`config.mk`:
```
export PLATFORM = sky130hd
export DESIGN_NAME = zdrode_host_link_tx
export DESIGN_NICKNAME = d
export VERILOG_FILES = /design/src/rtl/zdrode_link_pkg.sv /design/src/rtl/zdrode_sat_counter.sv /design/src/rtl/zdrode_host_link_tx.sv
export SDC_FILE = /design/constraint.sdc
export NUM_CORES = 1
export LEC_CHECK = 0
export CORE_MARGIN = 2
export CORE_UTILIZATION = 55
export DETAILED_ROUTE_END_ITERATION = 12
export GPL_TIMING_DRIVEN = 0
export PLACE_DENSITY = 0.8
export SETUP_SLACK_MARGIN = 0.5
export SKIP_LAST_GASP = 1
export SLEW_MARGIN = 20
export SYNTH_ARGS = -nofsm -noshare
export SYNTH_HDL_FRONTEND = slang
export SYNTH_SLANG_ARGS = --single-unit
```
`constraint.sdc`:
```
create_clock -name clk -period 2.81 [get_ports clk]
set_clock_uncertainty 0.1 [all_clocks]
set_input_delay 0.562 -clock clk [delete_from_list [all_inputs] [get_ports clk]]
set_output_delay 0.562 -clock clk [all_outputs]
set_load 0.02 [all_outputs]
```
`src/rtl/zdrode_link_pkg.sv`:
```
// Shared types and constants for the zdrode host-side byte-link transmitter.
// Bit positions mirror the chip's ui_in / uo_out pin assignment.
package zdrode_link_pkg;

  typedef enum logic [2:0] {
    ST_IDLE,
    ST_MSB,
    ST_GAP,
    ST_LSB,
    ST_WAIT,
    ST_SEL,
    ST_DONE
  } state_t;

  localparam int unsigned BYTE_VALID_BIT         = 2;
  localparam int unsigned SEL_LSB                = 0;
  localparam int unsigned SPIKE_BIT              = 0;
  localparam int unsigned EVENT_LSB              = 1;
  localparam int unsigned DEFAULT_PROCESS_CYCLES = 2;

  localparam int unsigned BYTE_W   = 8;
  localparam int unsigned SAMPLE_W = 16;
  localparam int unsigned CH_W     = 2;
  localparam int unsigned EVENT_W  = 2;
  localparam int unsigned WAIT_W   = 4;

endpackage

```
`src/rtl/zdrode_sat_counter.sv`:
```
// Saturating up-counter; a clear in the same cycle as an increment wins.
module zdrode_sat_counter #(
  parameter int unsigned W = 16
) (
  input  logic         clk,
  input  logic         rst_n,
  input  logic         inc,
  input  logic         clr,
  output logic [W-1:0] count
);

  logic [W-1:0] r_count;

  always_ff @(posedge clk or negedge rst_n) begin
    if (!rst_n) begin
      r_count <= '0;
    end else if (clr) begin
      r_count <= '0;
    end else if (inc && (r_count != '1)) begin
      r_count <= r_count + W'(1);
    end
  end

  assign count = r_count;

endmodule

```
`src/rtl/zdrode_host_link_tx.sv`:
```
// Host-side sample serialiser and result collector for the zdrode byte-link,
// with per-channel saturating spike counters.
module zdrode_host_link_tx
  import zdrode_link_pkg::*;
#(
  parameter int unsigned PROCESS_CYCLES = DEFAULT_PROCESS_CYCLES,
  parameter int unsigned CNT_WIDTH      = 16,
  parameter int unsigned NUM_UNITS      = 4
) (
  input  logic                 clk,
  input  logic                 rst_n,
  input  logic                 s_valid,
  output logic                 s_ready,
  input  logic [CH_W-1:0]      s_channel,
  input  logic [SAMPLE_W-1:0]  s_sample,
  output logic [BYTE_W-1:0]    tx_data,
  output logic [BYTE_W-1:0]    tx_ctrl,
  input  logic [BYTE_W-1:0]    rx_status,
  output logic                 r_valid,
  output logic [CH_W-1:0]      r_channel,
  output logic                 r_spike,
  output logic [EVENT_W-1:0]   r_event,
  input  logic [CH_W-1:0]      cnt_sel,
  output logic [CNT_WIDTH-1:0] cnt_value,
  input  logic                 cnt_clear,
  output logic                 busy
);

  localparam logic [BYTE_W-1:0] CTRL_STROBE = BYTE_W'(1 << BYTE_VALID_BIT);
  localparam logic [WAIT_W-1:0] WAIT_LOAD   = WAIT_W'(PROCESS_CYCLES - 1);

  state_t                r_state,       w_state_nx;
  logic [SAMPLE_W-1:0]   r_sample,      w_sample_nx;
  logic [CH_W-1:0]       r_ch,          w_ch_nx;
  logic [BYTE_W-1:0]     r_tx_data,     w_tx_data_nx;
  logic [BYTE_W-1:0]     r_tx_ctrl,     w_tx_ctrl_nx;
  logic [WAIT_W-1:0]     r_wait,        w_wait_nx;
  logic                  r_res_valid,   w_res_valid_nx;
  logic [CH_W-1:0]       r_res_channel, w_res_channel_nx;
  logic                  r_res_spike,   w_res_spike_nx;
  logic [EVENT_W-1:0]    r_res_event,   w_res_event_nx;

  logic [BYTE_W-1:0]     w_sel_ctrl;
  logic [CNT_WIDTH-1:0]  w_cnt [NUM_UNITS];
  logic                  w_unused_status;

  assign w_sel_ctrl      = BYTE_W'(r_ch) << SEL_LSB;
  assign w_unused_status = ^rx_status[BYTE_W-1:3];

  always_ff @(posedge clk or negedge rst_n) begin
    if (!rst_n) begin
      r_state       <= ST_IDLE;
      r_sample      <= '0;
      r_ch          <= '0;
      r_tx_data     <= '0;
      r_tx_ctrl     <= '0;
      r_wait        <= '0;
      r_res_valid   <= 1'b0;
      r_res_channel <= '0;
      r_res_spike   <= 1'b0;
      r_res_event   <= '0;
    end else begin
      r_state       <= w_state_nx;
      r_sample      <= w_sample_nx;
      r_ch          <= w_ch_nx;
      r_tx_data     <= w_tx_data_nx;
      r_tx_ctrl     <= w_tx_ctrl_nx;
      r_wait        <= w_wait_nx;
      r_res_valid   <= w_res_valid_nx;
      r_res_channel <= w_res_channel_nx;
      r_res_spike   <= w_res_spike_nx;
      r_res_event   <= w_res_event_nx;
    end
  end

  // Pin values are computed for the state being entered, so they change only on entry.
  always_comb begin
    w_state_nx       = r_state;
    w_sample_nx      = r_sample;
    w_ch_nx          = r_ch;
    w_tx_data_nx     = r_tx_data;
    w_tx_ctrl_nx     = '0;
    w_wait_nx        = r_wait;
    w_res_valid_nx   = 1'b0;
    w_res_channel_nx = r_res_channel;
    w_res_spike_nx   = r_res_spike;
    w_res_event_nx   = r_res_event;

    case (r_state)
      ST_IDLE: begin
        if (s_valid) begin
          w_state_nx   = ST_MSB;
          w_sample_nx  = s_sample;
          w_ch_nx      = s_channel;
          w_tx_data_nx = s_sample[SAMPLE_W-1:BYTE_W];
          w_tx_ctrl_nx = CTRL_STROBE;
        end
      end
      ST_MSB: begin
        w_state_nx = ST_GAP;
      end
      ST_GAP: begin
        w_state_nx   = ST_LSB;
        w_tx_data_nx = r_sample[BYTE_W-1:0];
        w_tx_ctrl_nx = CTRL_STROBE;
      end
      ST_LSB: begin
        w_state_nx = ST_WAIT;
        w_wait_nx  = WAIT_LOAD;
      end
      ST_WAIT: begin
        if (r_wait == '0) begin
          w_state_nx   = ST_SEL;
          w_tx_ctrl_nx = w_sel_ctrl;
        end else begin
          w_wait_nx = r_wait - WAIT_W'(1);
        end
      end
      ST_SEL: begin
        w_state_nx       = ST_DONE;
        w_res_valid_nx   = 1'b1;
        w_res_channel_nx = r_ch;
        w_res_spike_nx   = rx_status[SPIKE_BIT];
        w_res_event_nx   = rx_status[EVENT_LSB +: EVENT_W];
      end
      ST_DONE: begin
        w_state_nx = ST_IDLE;
      end
      default: begin
        w_state_nx = ST_IDLE;
      end
    endcase
  end

  for (genvar gi = 0; gi < NUM_UNITS; gi++) begin : g_cnt
    logic w_inc;
    assign w_inc = (r_state == ST_DONE) && r_res_spike && (r_res_channel == CH_W'(gi));
    zdrode_sat_counter #(.W(CNT_WIDTH)) u_cnt (
      .clk   (clk),
      .rst_n (rst_n),
      .inc   (w_inc),
      .clr   (cnt_clear),
      .count (w_cnt[gi])
    );
  end

  assign s_ready   = (r_state == ST_IDLE);
  assign busy      = (r_state != ST_IDLE);
  assign tx_data   = r_tx_data;
  assign tx_ctrl   = r_tx_ctrl;
  assign r_valid   = r_res_valid;
  assign r_channel = r_res_channel;
  assign r_spike   = r_res_spike;
  assign r_event   = r_res_event;
  assign cnt_value = w_cnt[cnt_sel];

endmodule

```
==> flow_metrics.py <==
metrics = {
    "outcome": {
        "status": "finished clean",
    },
    "logic_synthesis": {
        "synthesis.area_um2": 5633,
        "avgSynthCellArea_um2": 10.02,
        "ys_types": 48,
        "ys_ff_latch": 98,
        "yosysSeqAreaShare": 0.4354,
        "netlist_instances": 562,
        "postSynth.asyncResetShare": 1.000,
        "synth_flop_cell": "dfrtp_1",
        "yosysWarnings": 0,
        "synth_edf_count": 0,
    },
    "route": {
        "drc": 0,
        "firstDrtPassIters": 5,
        "drtIter0Drc": 480,
        "postRouteAntennaNets": 0,
        "avgViaCountPerCell": 6.670,
        "routed_wl_um": 16370,
        "vias": 5383,
        "wl_per_cell_um": 20.29,
    },
    "timing": {
        "rsz0062_at_grt": "yes",
        "fin_hold_ws_ns": 0.3953,
        "relSlewSlack": 0.4896,
        "finalCriticalPeriod_ns": 2.301,
        "timing.fmax_mhz": 434.5,
        "drv_slew": 0,
        "timing.final.ws_setup_ns": 0.5086,
        "hold_viol_final": 0,
        "worst-slew-pin-transition_ns": 0.7597,
        "setup_viol": 0,
        "fin_tns_setup_ns": 0,
        "period_share": 0.8190,
    },
    "min_path": {
        "holdPathEnd": "tx_data[6]",
        "min_path_cells": 2,
        "worstHoldStart": "r_sample[6]",
        "hold_path_class": "register to register",
    },
    "power_and_ir_drop": {
        "ir_drop_mv": 0.5939,
        "power_density_nw_per_um2": 590.7,
        "leakagePower_nw": 2.851,
    },
    "setup_path": {
        "ff2ff_path_depth": 6,
        "worst-setup-path-type": "input pin to primary output",
        "crit_fanout": 8,
        "worstPathArrival_ns": 1.64,
        "cp-end-kind": "primary output",
        "cp.required_ns": 2.15,
        "r2r-end": "g_cnt[2].u_cnt.count[9]",
        "rr_startpoint": "r_channel[0]",
        "rrSetupSlack_ns": 0.57,
        "cp-start-kind": "input pin",
    },
    "finish": {
        "stdcell_area_um2": 7086,
        "area_growth_pct": 25.79,
        "mostFrequentLayoutCells": "81 x dfrtp_1, 41 x nand2_1, 40 x clkdlybuf4s50_1",
        "nets": 707,
        "layout_commonest_cell": "dfrtp_1",
        "postLayoutCoreUtil": 0.7183,
        "diodes": 0,
        "final_layout_size_suffix_gt1_frac": 0.2611,
    },
    "placed_design": {
        "pre_cts_slack_ns": -0.1797,
        "gp_congestion": 0.9445,
        "place_area_um2": 6441,
        "hpwl_um": 10870,
        "io_buffers": 59,
    },
    "clock_tree": {
        "cts_num_sinks": 98,
        "clockRootBuffer": "clkbuf_8",
        "ctsLongestPathBuffers": 2,
        "cts_tree": "yes",
        "cts_max_level": 3,
        "path_clk_slew_ns": 0.10,
        "cts_buffers": 9,
        "clock_insertion_delay_worst_skew_ns": 0.38,
    },
    "grt": {
        "grt_max_degree": 67,
        "grt_pass1_vias": 5121,
        "grt_use_met1": 0.3710,
        "grt.met2_usage": 0.4747,
        "globalRouteOverflowTotal": 0,
        "grt_pass1_wl_um": 25340,
        "grtUsageTotal": 0.2897,
        "grt_busiest_layer": "met2",
        "antenna_found_initial": 0,
        "grtUsageMet3": 0.07049,
    },
    "floorplanning": {
        "rows": 36,
        "ioPinCount": 72,
        "coreArea_um2": 9864,
        "dieArea_um2": 11070,
        "fp.dieH_um": 105.2,
        "chipWidth_um": 105.2,
        "start_util": 0.5710,
    },
    "job": {
        "max_cap_violations": 0,
    },
}
-- flip-flops by register name (all words and copies together) (netlist names) --
signal             flops
r_wait                 4
g_cnt.u_cnt.count     64
r_ch                   2
r_channel              2
r_spike                1
r_sample               8
r_valid                1
tx_data                8
tx_ctrl                3
r_state                3
r_event                2
-- cell families (layout without fill, tap and decap cells) --
logic type | Yosys count | after routing | synth area share
and+or+nand+nor | 234 | 235 | 0.2415
AOI/OAI and AO/OA | 117 | 117 | 0.1313
DFF | 98 | 98 | 0.4354
muxes | 53 | 53 | 0.1355
buffers and inverters | 51 | 158 | 0.03932
adders and majority gates | 6 | 6 | 0.01333
xor gates and xnor gates | 2 | 2 | 0.003110
other | 1 | 5 | 0.0006657
-- through the flow --
| stage | power (W) | instances |
|---|---|---|
| floorplan | 0.002546 | 566 |
| global placement | 0.002998 | 758 |
| detailed placement | 0.003049 | 759 |
| CTS | 0.004125 | 783 |
| global route | 0.004382 | 807 |
| finish | 0.004185 | 807 |
-- synth_stat cells (12+ instances only) --
library cell   n  area, um^2
dfrtp_1       98        2452
a21oi_1       42       210.2
nand2_1       41       153.9
nor2_1        28       105.1
mux2_2        26       292.8
or4_1         26       195.2
nand3_1       23       115.1
nand4_1       23       143.9
o31ai_1       23       172.7
clkbuf_1      22       82.58
o21ai_0       21       105.1
inv_1         16       60.06
mux4_2        16       360.4
and4_1        13       113.9
nor3_1        13       65.06
nor2b_1       12       75.07
-- cell type report --
| type | instances | area [um^2] |
|---|---|---|
| Buffer | 35 | 224.0 |
| Sequential cell | 98 | 2474 |
| Timing Repair Buffer | 91 | 809.5 |
| Multi-Input combinational cell | 418 | 3115 |
| Fill cell | 661 | 2779 |
| Inverter | 16 | 60.06 |
| Clock buffer | 11 | 151.4 |
| Clock inverter | 5 | 85.08 |
| Tap cell | 133 | 166.4 |
-- how the worst max path moves through the flow --
stage	endpoint	slack [ns]	cells past startpoint	startpoint
2_1_floorplan	cnt_value[10]	0.54	3	cnt_sel[0]
3_3_place_gp	r_sample[5]	-2.59	1	rst_n
3_5_place_dp	cnt_value[5]	-0.18	4	cnt_sel[1]
4_1_cts	cnt_value[5]	0.39	4	cnt_sel[0]
5_1_grt	g_cnt[2].u_cnt.count[7]	0.44	5	g_cnt[2].u_cnt.count[7]
6_report	cnt_value[8]	0.51	4	cnt_sel[0]
-- per-layer routing --
layer,vias up,wire (um)
met2,327,8194
li1,2377,-
met4,0,586
met5,-,0
met1,2619,6201
met3,60,1389
-- power by group --
part	internal [W]	leakage, nW	switching [W]	total, W
registers	0.00164	1.28	0.000157	0.00180
logic	0.000606	1.45	0.000706	0.00131
clock network	0.000555	0.116	0.000521	0.00108
total	0.00280	2.85	0.00138	0.00419
-- worst max-delay path, stage by stage --
cell             delay, ns
clkbuf_8              0.17
buf_12                0.14
mux4_2                0.49
clkdlybuf4s15_2       0.27
-- timing repair --
item | CTS | global route
cloned | 0 | 2
buffers inserted | 7 | 22
resized for setup | 79 | 58
endpoints found under the hold margin | 32 | 0
hold buffers | 1 | 0
pin swaps | 1 | 12
setup endpoints to repair | 44 | 58
Power figures use the tool's default switching activity.
